--- config.mk ---
export PLATFORM = sky130hd
export DESIGN_NAME = move_sequencer_flat
export DESIGN_NICKNAME = d
export VERILOG_FILES = /design/src/rtl/move_sequencer_if.sv /design/src/rtl/move_sequencer.sv /design/src/flat_wrapper.sv
export SDC_FILE = /design/constraint.sdc
export NUM_CORES = 1
export LEC_CHECK = 0
export ABC_AREA = 1
export CELL_PAD_IN_SITES_DETAIL_PLACEMENT = 1
export CELL_PAD_IN_SITES_GLOBAL_PLACEMENT = 1
export CORE_ASPECT_RATIO = 0.6
export CORE_MARGIN = 1
export CORE_UTILIZATION = 35
export DETAILED_ROUTE_END_ITERATION = 7
export PLACE_DENSITY_LB_ADDON = 0.12
export SETUP_SLACK_MARGIN = 0.3
export SYNTH_ARGS = -nofsm -noshare
export SYNTH_HDL_FRONTEND = slang
export SYNTH_SLANG_ARGS = --single-unit
--- constraint.sdc ---
create_clock -name clk -period 2.45 [get_ports clk]
set_clock_uncertainty 0.05 [all_clocks]
set_input_delay 0.735 -clock clk [delete_from_list [all_inputs] [get_ports clk]]
set_output_delay 0.735 -clock clk [all_outputs]
set_load 0.005 [all_outputs]
--- src/rtl/move_sequencer_if.sv ---
// Handshake bundle between game control and the move sequencer.
// master = game-control side issuing requests, slave = move_sequencer.
interface move_sequencer_if;
  logic [4:0] n_players;
  logic       start;
  logic [3:0] steps;
  logic       pass_turn;
  logic [3:0] p_da;
  logic       step;
  logic [1:0] cur_player;
  logic       busy;
  logic       done;

  modport master (
    output n_players, start, steps, pass_turn,
    input  p_da, step, cur_player, busy, done
  );

  modport slave (
    input  n_players, start, steps, pass_turn,
    output p_da, step, cur_player, busy, done
  );
endinterface

--- src/rtl/move_sequencer.sv ---
// Turn/move sequencer: drives one step strobe per square to the active player's counter.
// Optional macro AUTO_PASS_EN: a zero-step move hands the turn on at DONE.
//
// state | meaning
// IDLE  | waiting for start or pass_turn; turn rotation happens here
// SETUP | enable of active player raised one cycle ahead of the first strobe
// PULSE | one step strobe, remaining count decremented
// GAP   | GAP_CYCLES spacing cycles with enable held
// DONE  | done pulse, enable dropped, back to IDLE
module move_sequencer #(
  parameter int GAP_CYCLES = 4,
  parameter int MAX_STEPS  = 15
) (
  input  logic clk,
  input  logic rst,
  move_sequencer_if.slave bus
);

  localparam int         GW        = (GAP_CYCLES > 1) ? $clog2(GAP_CYCLES) : 1;
  localparam logic [GW-1:0] GAP_LOAD = GW'(GAP_CYCLES - 1);
  localparam logic [3:0] MAX_STEPS_L = 4'(MAX_STEPS);

  typedef enum logic [2:0] {
    S_IDLE,
    S_SETUP,
    S_PULSE,
    S_GAP,
    S_DONE
  } state_t;

  state_t          state_q, state_d;
  logic [3:0]      rem_q, rem_d;
  logic [GW-1:0]   gap_q, gap_d;
  logic [1:0]      cur_player_q, cur_player_d;
`ifdef AUTO_PASS_EN
  logic            miss_q, miss_d;
`endif

  logic [2:0]      eff_cnt;
  logic [2:0]      player_inc;
  logic [1:0]      next_player;
  logic [3:0]      steps_clamped;

  // Out-of-range player counts collapse onto the nearest legal value.
  always_comb begin
    if (bus.n_players < 5'd2) begin
      eff_cnt = 3'd2;
    end else if (bus.n_players > 5'd4) begin
      eff_cnt = 3'd4;
    end else begin
      eff_cnt = bus.n_players[2:0];
    end
  end

  // A stale index beyond the current player count also lands on player 0.
  assign player_inc  = {1'b0, cur_player_q} + 3'd1;
  assign next_player = (player_inc >= eff_cnt) ? 2'd0 : player_inc[1:0];

  assign steps_clamped = (bus.steps > MAX_STEPS_L) ? MAX_STEPS_L : bus.steps;

  always_ff @(posedge clk or posedge rst) begin
    if (rst) begin
      state_q      <= S_IDLE;
      rem_q        <= '0;
      gap_q        <= '0;
      cur_player_q <= '0;
`ifdef AUTO_PASS_EN
      miss_q       <= 1'b0;
`endif
    end else begin
      state_q      <= state_d;
      rem_q        <= rem_d;
      gap_q        <= gap_d;
      cur_player_q <= cur_player_d;
`ifdef AUTO_PASS_EN
      miss_q       <= miss_d;
`endif
    end
  end

  always_comb begin
    state_d      = state_q;
    rem_d        = rem_q;
    gap_d        = gap_q;
    cur_player_d = cur_player_q;
`ifdef AUTO_PASS_EN
    miss_d       = miss_q;
`endif

    unique case (state_q)
      S_IDLE: begin
        if (bus.start) begin
          rem_d   = steps_clamped;
          state_d = S_SETUP;
`ifdef AUTO_PASS_EN
          miss_d  = (steps_clamped == 4'd0);
`endif
        end else if (bus.pass_turn) begin
          cur_player_d = next_player;
        end
      end

      S_SETUP: begin
        state_d = (rem_q == 4'd0) ? S_DONE : S_PULSE;
      end

      S_PULSE: begin
        rem_d   = rem_q - 4'd1;
        gap_d   = GAP_LOAD;
        state_d = S_GAP;
      end

      S_GAP: begin
        if (gap_q == '0) begin
          state_d = (rem_q != 4'd0) ? S_PULSE : S_DONE;
        end else begin
          gap_d = gap_q - 1'b1;
        end
      end

      S_DONE: begin
        state_d = S_IDLE;
`ifdef AUTO_PASS_EN
        if (miss_q) begin
          cur_player_d = next_player;
        end
`endif
      end

      default: begin
        state_d = S_IDLE;
      end
    endcase
  end

  // Enable spans SETUP..GAP so it brackets every strobe by at least one cycle.
  assign bus.p_da       = (state_q == S_SETUP || state_q == S_PULSE || state_q == S_GAP)
                          ? (4'b0001 << cur_player_q) : 4'b0000;
  assign bus.step       = (state_q == S_PULSE);
  assign bus.busy       = (state_q != S_IDLE);
  assign bus.done       = (state_q == S_DONE);
  assign bus.cur_player = cur_player_q;

endmodule

--- src/flat_wrapper.sv ---
// flat-port wrapper written by rule: the top's interface ports become plain ports
module move_sequencer_flat 
#(
  parameter int GAP_CYCLES = 4,
  parameter int MAX_STEPS  = 15
)
  (clk, rst, bus_n_players, bus_start, bus_steps, bus_pass_turn, bus_p_da, bus_step, bus_cur_player, bus_busy, bus_done);
  move_sequencer_if bus_i ();
  input  logic clk;
  input  logic rst;
  input wire logic [$bits(bus_i.n_players)-1:0] bus_n_players;
  input wire logic [$bits(bus_i.start)-1:0] bus_start;
  input wire logic [$bits(bus_i.steps)-1:0] bus_steps;
  input wire logic [$bits(bus_i.pass_turn)-1:0] bus_pass_turn;
  output wire logic [$bits(bus_i.p_da)-1:0] bus_p_da;
  output wire logic [$bits(bus_i.step)-1:0] bus_step;
  output wire logic [$bits(bus_i.cur_player)-1:0] bus_cur_player;
  output wire logic [$bits(bus_i.busy)-1:0] bus_busy;
  output wire logic [$bits(bus_i.done)-1:0] bus_done;
  assign bus_i.n_players = bus_n_players;
  assign bus_i.start = bus_start;
  assign bus_i.steps = bus_steps;
  assign bus_i.pass_turn = bus_pass_turn;
  assign bus_p_da = bus_i.p_da;
  assign bus_step = bus_i.step;
  assign bus_cur_player = bus_i.cur_player;
  assign bus_busy = bus_i.busy;
  assign bus_done = bus_i.done;
  move_sequencer #(.GAP_CYCLES(GAP_CYCLES), .MAX_STEPS(MAX_STEPS)) u_core (.clk(clk), .rst(rst), .bus(bus_i));
endmodule
# Word-level counts from Yosys, hierarchy flattened
# Index checks and enable logic that the tools add are counted.
dict set report classes {
  add_sub_neg 3
  n_lt_le_gt_ge 4
  eq_ne 7
  shifts 1
  mux 14
  bitwise_logic 1
  n_reduce_logical 13
}
# cell n
set op_table {}
lappend op_table {{$mux W3} 6}
lappend op_table {{$mux W4} 3}
lappend op_table {{$pmux W3 S4} 1}
lappend op_table {{$pmux W4 S2} 1}
lappend op_table {{$eq A3 B2 Y1 const B} 2}
lappend op_table {{$reduce_and A2 Y1} 3}
lappend op_table {{$gt A5 B3 Y1 const B} 1}
lappend op_table {{$lt A5 B2 Y1 const B} 1}
lappend op_table {{$gt A4 B4 Y1 const B} 1}
lappend op_table {{$logic_not A4 Y1} 1}
lappend op_table {{$mux W2} 2}
lappend op_table {{$ne A2 B2 Y1 const B} 2}
lappend op_table {{$pmux W2 S2} 1}
lappend op_table {{$reduce_bool A2 Y1} 2}
lappend op_table {{$reduce_bool A4 Y1} 1}
lappend op_table {{$shl A1 B2 Y4 const A} 1}
lappend op_table {{$sub A4 B1 Y4 const B} 1}
lappend op_table {{$add A2 B1 Y3 const B} 1}
lappend op_table {{$eq A3 B1 Y1 const B} 1}
lappend op_table {{$eq A3 B3 Y1 const B} 1}
lappend op_table {{$ge A3 B3 Y1} 1}
lappend op_table {{$logic_not A3 Y1} 1}
lappend op_table {{$reduce_and A3 Y1} 1}
lappend op_table {{$reduce_bool A3 Y1} 1}
lappend op_table {{5 further kinds} 6}
dict set report word_totals {
  register_bits 11
  in_bits 13
  word_cells 47
}

# Longest topological paths before layout
# Gate-level depths: netlist of the first run.
dict set report depth {
  ltp_word 5
  mapped_depth 10
  mapped_depth_nobuf 10
}

# Worst setup path before layout of the first run
# OpenSTA, ideal clock, no wires.
dict set report synth_path {
  path_kind {input-to-reg}
  start {in bus_n_players[4]}
  end {reg u_core.cur_player_q[0] (netlist: u_core.bus.cur_player[0])}
  setup_time_ps 65
  arrival_ps 1872
  required_time_ps 2335
  slack_ps 464
  cell_stages 9
  n_path_buf 0
  path_cell_list {or2_2 nor2_1 inv_1 nor2_1 ha_1 and3_1 nor2_1 nand2_1 nand2_1}
}
dict set report synth_via {
  elab_chain_len 5
  elab_cells_between_ends 6
}
# element line_no
set synth_rtl {}
lappend synth_rtl {{from (decl)} flat_wrapper.sv:11} ;# input wire logic [$bits(bus_i.n_players)-1:0] bus_n_players;
lappend synth_rtl {{$gt A5 B3 Y1} move_sequencer.sv:48} ;# end else if (bus.n_players > 5'd4) begin
lappend synth_rtl {{$mux W3} move_sequencer.sv:48}
lappend synth_rtl {{$mux W3 *} move_sequencer.sv:46} ;# if (bus.n_players < 5'd2) begin
lappend synth_rtl {{$ge A3 B3 Y1 *} move_sequencer.sv:57} ;# assign next_player = (player_inc >= eff_cnt) ? 2'd0 : player_inc[1:0];
lappend synth_rtl {{$mux W2 *} move_sequencer.sv:57}
lappend synth_rtl {{to (signal assigned)} move_sequencer.sv:74} ;# cur_player_q <= cur_player_d;
lappend synth_rtl {{to (decl)} move_sequencer.sv:34} ;# logic [1:0] cur_player_q, cur_player_d;
# Every way passes the cells marked *; elsewhere a longest branch is shown, timed or not.
# A chain may end at the register's enable or synchronous reset.

# Worst setup path in the final report of the first run
dict set report layout_path {
  start {reg u_core.cur_player_q[1] (netlist: u_core.bus.cur_player[1])}
  end {out bus_cur_player[1]}
}
# element line_no
set layout_rtl {}
lappend layout_rtl {{to (decl)} flat_wrapper.sv:17} ;# output wire logic [$bits(bus_i.cur_player)-1:0] bus_cur_player;
# No word-level cell between the ends.

==> run summary, run 1 <==
Status - finished, final reports clean
Layout cells sized above 1 - 0.3057
Routed WL - 2.942 mm
Slew Limit Fails - 0
Max-slew headroom - 0.6959
Synth top area share - 0.3328
Crit path max fanout - 2
Max Clk Rate - 0.4749 GHz
CP Capture Type - output pin
Max Buffers Root-to-Sink - 2
Reg-to-reg slack, setup - 0.65 ns
# IOs - 22
Cell variety after synth - 23
Reg2reg end - u_core.bus.cur_player[1]
DR WL/cell - 15.73 microns
Die Wd - 64.76 microns
Final Cycle Share - 0.8594
Worst-Skew Late Latency - 0.24 ns
Num Clock Sinks - 11
Peak VDD IR - 0.5687 mV
Int Power - 0.8646 mW
Largest net degree at the start of global routing - 12
TritonCTS clock tree - done
Synth top area cells - dfrtp_1, nand2_1, ha_1
Switch share - 0.4727
Core area - 2196 sq um
DRT antenna net count - 0
Register area share after synthesis - 0.3328
Placement Setup Slack - -0.1383 ns
Synth Warn # - 0
Number of vias per cell - 4.930
Clock slew at reported path FFs - 0.06 ns
Number of global-route vias before repair - 945
R2R Path Start - u_core.bus.cur_player[1]
Avg Cell Area, Syn - 6.950 sq um
CTS H-tree lvls - 1
Actual slew at the worst max-slew pin - 0.4556 ns
Startpoint Class - register
Initial core utilization - 0.3766
Storage element area - 280.3 sq um
Cells after Synth - 119
Hold Crit Class - register to register
Synthesized Nets - 141
Final setup margin - 0.3444 ns
Fill count - 290
Synth-to-layout area growth - 53.56%
Type of the worst setup path - register to output pin
Leading area contributor after synthesis - dfrtp_1
Setup TNS - 0 ns
Diode count - 0
CTS buffer count - 3
DRC viols - 0
Hold buffers post-CTS - 0
Layout Nets - 180
Crit-path slowest cell - clkdlybuf4s50_1
CP max stage delay - 0.43 ns
Total power - 1.640 mW
Reg2Reg Depth - 9
Max cap viols - 0
Register bit total from synthesis - 11
Net Switching - 0.7750 mW
Worst Setup SP - u_core.bus.cur_player[1]
Initial drt markers - 34
Clock power share - 0.115
# rows - 13
Die span in y - 39.66 microns
Sequential Power Share - 0.228
Port Buf Inserts - 21
Crit path time final - 2.106 ns
Routability cong. - 0.7938
Stages on the worst setup path - 3
Worst Path Required - 1.66 ns
RSZ-0062 raised after global routing - false
Area of the multi-input gates - 510.5 sq um
Grt ovf - 0
GRT Total Usage - 0.2421
Drt first pass iters - 4
Synth Cell Area - 827.0 sq um
Most frequent CP cell - buf_4
Worst-path cell chain - buf_4 > buf_4 > clkdlybuf4s50_1
Power density cells - 1291 nW/um^2
Fin util - 0.5783
Via count - 922
Worst path top cell family by delay - buffers and inverters
Arrival @ worst endpoint - 1.32 ns
Root Buffer - clkbuf_8
WP buf/inv - 3
Die area - 2568 sq um
Hold Fails Final Rpt - 0
Gate power share - 0.657
Setup violations, final - 0
Antenna violations before repair - 0
Pleak - 0.6838 nW
Crit path capture - bus_cur_player[1]
First-pass GRT wire length - 4.291 mm
Detail Placement HPWL - 1.670 mm
## worst min path at each step
stage | startpoint | end | slack [ns] | depth (start not counted)
after CTS | u_core.rem_q[2] | u_core.rem_q[2] | 0.46 | 2
after floorplan | u_core.rem_q[2] | u_core.rem_q[2] | 0.41 | 2
after global routing | u_core.rem_q[2] | u_core.rem_q[2] | 0.53 | 2
final | u_core.rem_q[3] | u_core.rem_q[3] | 0.46 | 2
after detailed placement | u_core.rem_q[2] | u_core.rem_q[2] | 0.45 | 2
after global placement | u_core.rem_q[2] | u_core.rem_q[2] | 0.43 | 2
## sequential cells by signal, summed over array words and instances, names as in the netlist
name                   count
u_core.bus.cur_player      2
u_core.rem_q               4
u_core.state_q             3
u_core.gap_q               2
## per-layer routing
| layer | up-vias | GRT usage | routed length [microns] |
|---|---|---|---|
| met1 | 446 | 0.2707 | 1309 |
| met3 | 6 | 0.03488 | 134 |
| met4 | 0 | 0.1000 | 58 |
| li1 | 438 | - | - |
| met5 | - | 0 | 0 |
| met2 | 32 | 0.4766 | 1439 |
## final cells by class
type | count | share of cell area
repair buffers | 35 | 0.2424
multi-input cells | 84 | 0.4020
flip-flops and latches | 11 | 0.2207
clock buffers | 4 | 0.03547
well taps | 30 | 0.02956
inverters | 23 | 0.06995
## metrics by stage
stage               hold slack, ns  instances  cell area, sq um
floorplan                   0.4133        119             827.0
global placement            0.4277        170              1075
detailed placement          0.4488        170              1075
CTS                         0.4629        185              1254
global route                0.5324        187              1270
finish                      0.4620        187              1270
## power by group through the flow
stage | sequential, mW | combinational (mW) | clock (mW)
CTS | 0.364 | 0.998 | 0.190
global route | 0.384 | 1.19 | 0.198
floorplan | 0.338 | 0.533 | 0
finish | 0.374 | 1.08 | 0.189
detailed placement | 0.384 | 0.793 | 0
global placement | 0.377 | 0.755 | 0
## cells in the mapped netlist
master    instances
a21oi_1           1
dfrtp_1          11
nand3b_1          1
ha_1              9
nand2_2           2
nor2_4            1
o21ai_2           1
nand3_2           1
nand2_4           1
buf_4             1
o21ai_1           2
inv_1            21
nand2_1          35
nor3_1            1
or2_2             1
and3_1            1
nor3b_1           1
nand3_1           5
nor2_1           16
nor2_2            1
nand4_1           1
o21ai_0           3
inv_2             2
## logic make-up (layout without fill, tap and decap cells)
logic type | count (synthesis) | in the layout | share of synthesized area
simple gates | 68 | 68 | 0.3707
fa+ha+maj | 9 | 9 | 0.1362
flops | 11 | 11 | 0.3328
buf+inv | 24 | 62 | 0.1135
compound gates | 7 | 7 | 0.04689
## repair_timing
| action | in CTS | in global routing |
|---|---|---|
| hold endpoints to repair | 0 | 0 |
| resized for setup | 30 | 8 |
| endpoints found under the setup margin | 9 | 4 |
| setup buffers | 11 | 2 |
| pin swaps | 12 | 0 |
## worst register-to-register path, delay by kind of cell, from the launching register on
family / cells / cell delay (ns)
fa+ha+maj: 2 / 0.58
buf+inv: 2 / 0.21
flops: 1 / 0.38
simple gates: 5 / 0.51
## placed cells by master, fill, tap and decap left out, drive strengths merged
cell / n
o21ai: 6
dlygate4sd2: 6
and3: 1
nand3: 6
clkbuf: 6
dfrtp: 11
nor3b: 1
nand4: 1
dlymetal6s2s: 1
nor3: 1
inv: 23
or2: 1
buf: 14
nor2: 18
nand2: 38
nand3b: 1
ha: 9
clkdlybuf4s50: 12
a21oi: 1
Power figures use the tool's default switching activity.
==> run 2: changes to the inputs <==
--- a/config.mk
+++ b/config.mk
@@ -8,8 +8,8 @@
 export ABC_AREA = 1
 export CELL_PAD_IN_SITES_DETAIL_PLACEMENT = 1
 export CELL_PAD_IN_SITES_GLOBAL_PLACEMENT = 1
-export CORE_ASPECT_RATIO = 0.6
-export CORE_MARGIN = 1
+export CORE_ASPECT_RATIO = 1.2
+export CORE_MARGIN = 2
 export CORE_UTILIZATION = 35
 export DETAILED_ROUTE_END_ITERATION = 7
 export PLACE_DENSITY_LB_ADDON = 0.12
==> run 2 against run 1 <==
Maximum frequency shrank 3.2%. Core utilization decreased by 1.4 points. Count of clock-buffer cells in the layout unchanged. Critical path depth stayed put. Combinational power about the same. Register-to-register slack better by 0.04 ns. Critical endpoint is now bus_cur_player[0].
==> run summary, run 2 (synthesis results as in run 1) <==
Grt ovf - 0 (unchanged)
Largest net degree at the start of global routing - 12 (unchanged)
Root Buffer - clkbuf_4
DRT antenna net count - 0 (unchanged)
Setup TNS - 0 ns (unchanged)
Worst Setup SP - u_core.bus.cur_player[0]
Routability cong. - 0.7225 (-9.0%)
Initial core utilization - 0.3662 (-0.01043)
Slew Limit Fails - 0 (unchanged)
Crit path time final - 2.175 ns (+0.06987 ns)
Most frequent cells in the layout - nand2_1, inv_1, clkdlybuf4s50_1, buf_4, nor2_1
Max Buffers Root-to-Sink - 2 (unchanged)
Clock slew at reported path FFs - 0.07 ns (about the same)
Peak VDD IR - 0.6350 mV (+12%)
Antenna violations before repair - 0 (unchanged)
Routed WL - 2.466 mm (-16%)
Fin util - 0.5645 (-0.01380)
Layout Nets - 184 (+2.2%)
Startpoint Class - register
CTS H-tree lvls - 1 (unchanged)
GRT Total Usage - 0.1779 (-0.06429)
Number of vias per cell - 4.672 (-5.2%)
Setup violations, final - 0 (unchanged)
Hold Fails Final Rpt - 0 (unchanged)
# rows - 19 (+6)
Crit path max fanout - 4 (+2)
Diode count - 0 (unchanged)
Max cap viols - 0 (unchanged)
Type of the worst setup path - register to output pin
Power density cells - 1213 nW/um^2 (-6.0%)
Actual slew at the worst max-slew pin - 0.4355 ns (-0.02013 ns)
Status - finished, final reports clean
TritonCTS clock tree - done
Port Buf Inserts - 21 (unchanged)
Num Clock Sinks - 11 (unchanged)
RSZ-0062 raised after global routing - true
Synth-to-layout area growth - 54.16%
Commonest non-fill, non-tap cell in the layout - nand2_1
Number of global-route vias before repair - 954 (+0.95%)
Max Clk Rate - 0.4597 GHz (-3.2%)
Layout cells sized above 1 - 0.2857 (-0.02002)
Detail Placement HPWL - 1.721 mm (+3.1%)
Initial drt markers - 2 (-94%)
Reg2Reg Depth - 8 (-1)
Hold Crit Class - register to register
R2R Path Start - u_core.bus.cur_player[0]
Biggest regs - u_core.rem_q: 4 flops, u_core.state_q: 3 flops
Worst-Skew Late Latency - 0.27 ns (+0.03 ns)
Die span in y - 57.25 microns (+44%)
Pleak - 0.6927 nW (+1.3%)
Worst Path Required - 1.66 ns (about the same)
Max reg flops - 4 (unchanged)
Die Wd - 48.38 microns (-25%)
Arrival @ worst endpoint - 1.39 ns (+0.07 ns)
CP Capture Type - output pin
HP Start - u_core.rem_q[1]
Crit path capture - bus_cur_player[0]
Final Cycle Share - 0.8879 (+0.02852)
Via count - 897 (-2.7%)
Total power - 1.547 mW (-5.6%)
Reg-to-reg slack, setup - 0.69 ns (+0.04 ns)
DRC viols - 0 (unchanged)
Largest reg by FF count - u_core.rem_q
Reg2reg end - u_core.bus.cur_player[0]
# IOs - 22 (unchanged)
Hold buffers post-CTS - 0 (unchanged)
DR WL/cell - 12.84 microns (-18%)
Final setup margin - 0.2745 ns (-0.06987 ns)
Fin Hold WS - 0.4669 ns (+0.004930 ns)
Core area - 2258 sq um (+2.8%)
Die area - 2769 sq um (+7.9%)
Drt first pass iters - 2 (-2)
First-pass GRT wire length - 3.905 mm (-9.0%)
CTS buffer count - 3 (unchanged)
Placement Setup Slack - -0.05801 ns (+0.08033 ns)
Max-slew headroom - 0.7093 (+0.01343)
[run 2: cell types whose count changed in the layout (fill, tap and decap cells not counted), moves of 3 or more]
cell	change
inv_2	-3
dlygate4sd2_1	-3
clkbuf_4	+3
clkbuf_8	-3
[run 2: power by group]
part / leakage (nW) / internal [mW] / switching, mW / total [mW]
clock network: 0.0150 / 0.0631 / 0.0638 / 0.127
logic: 0.548 / 0.511 / 0.561 / 1.07
registers: 0.129 / 0.276 / 0.0732 / 0.349
[run 2: timing repair]
| item | 4_1_cts | 5_1_grt |
|---|---|---|
| hold endpoints to repair | 0 | 0 |
| gates resized for setup | 16 | 18 |
| endpoints found under the setup margin | 9 | 8 |
| setup buffers | 10 | 6 |
| pin swaps | 8 | 5 |
[run 2: worst min-delay path by stage]
stage	endpoint	slack (ns)	cells after the start
after CTS	u_core.rem_q[1]	0.47	2
after detailed placement	u_core.rem_q[1]	0.45	2
final	u_core.rem_q[1]	0.47	2
after floorplan	u_core.rem_q[2]	0.41	2
after global routing	u_core.rem_q[1]	0.51	2
after global placement	u_core.rem_q[0]	0.45	2
[run 2: area by class of cell]
type	instances	area (sq um)
fillers	288	983.4
repair buffers	39	349.1
multi-input cells	84	490.5
well taps	31	38.79
clock buffers	4	26.28
flip-flops and latches	11	279.0
inverters	23	91.34
[run 2: worst max-delay path: stages, from the launching register on]
cell             delay [ns]
dfrtp_2                0.42
buf_4                  0.13
buf_4                  0.13
clkdlybuf4s50_1        0.43
[run 2: routing by layer]
layer | global-route usage | part of all wire | vias up
met4 | 0.07347 | 0.023 | 0
met2 | 0.3671 | 0.58 | 20
met3 | 0.02618 | 0.033 | 6
li1 | - | - | 446
met1 | 0.1741 | 0.36 | 425
met5 | 0 | 0 | -
[run 2: metrics by stage]
| stage | std cells | area (sq um) |
|---|---|---|
| 6_report | 192 | 1275 |
| 5_1_grt | 192 | 1275 |
| 4_1_cts | 186 | 1199 |
| 3_5_place_dp | 172 | 1084 |
| 3_3_place_gp | 172 | 1084 |
| 2_1_floorplan | 119 | 827.0 |
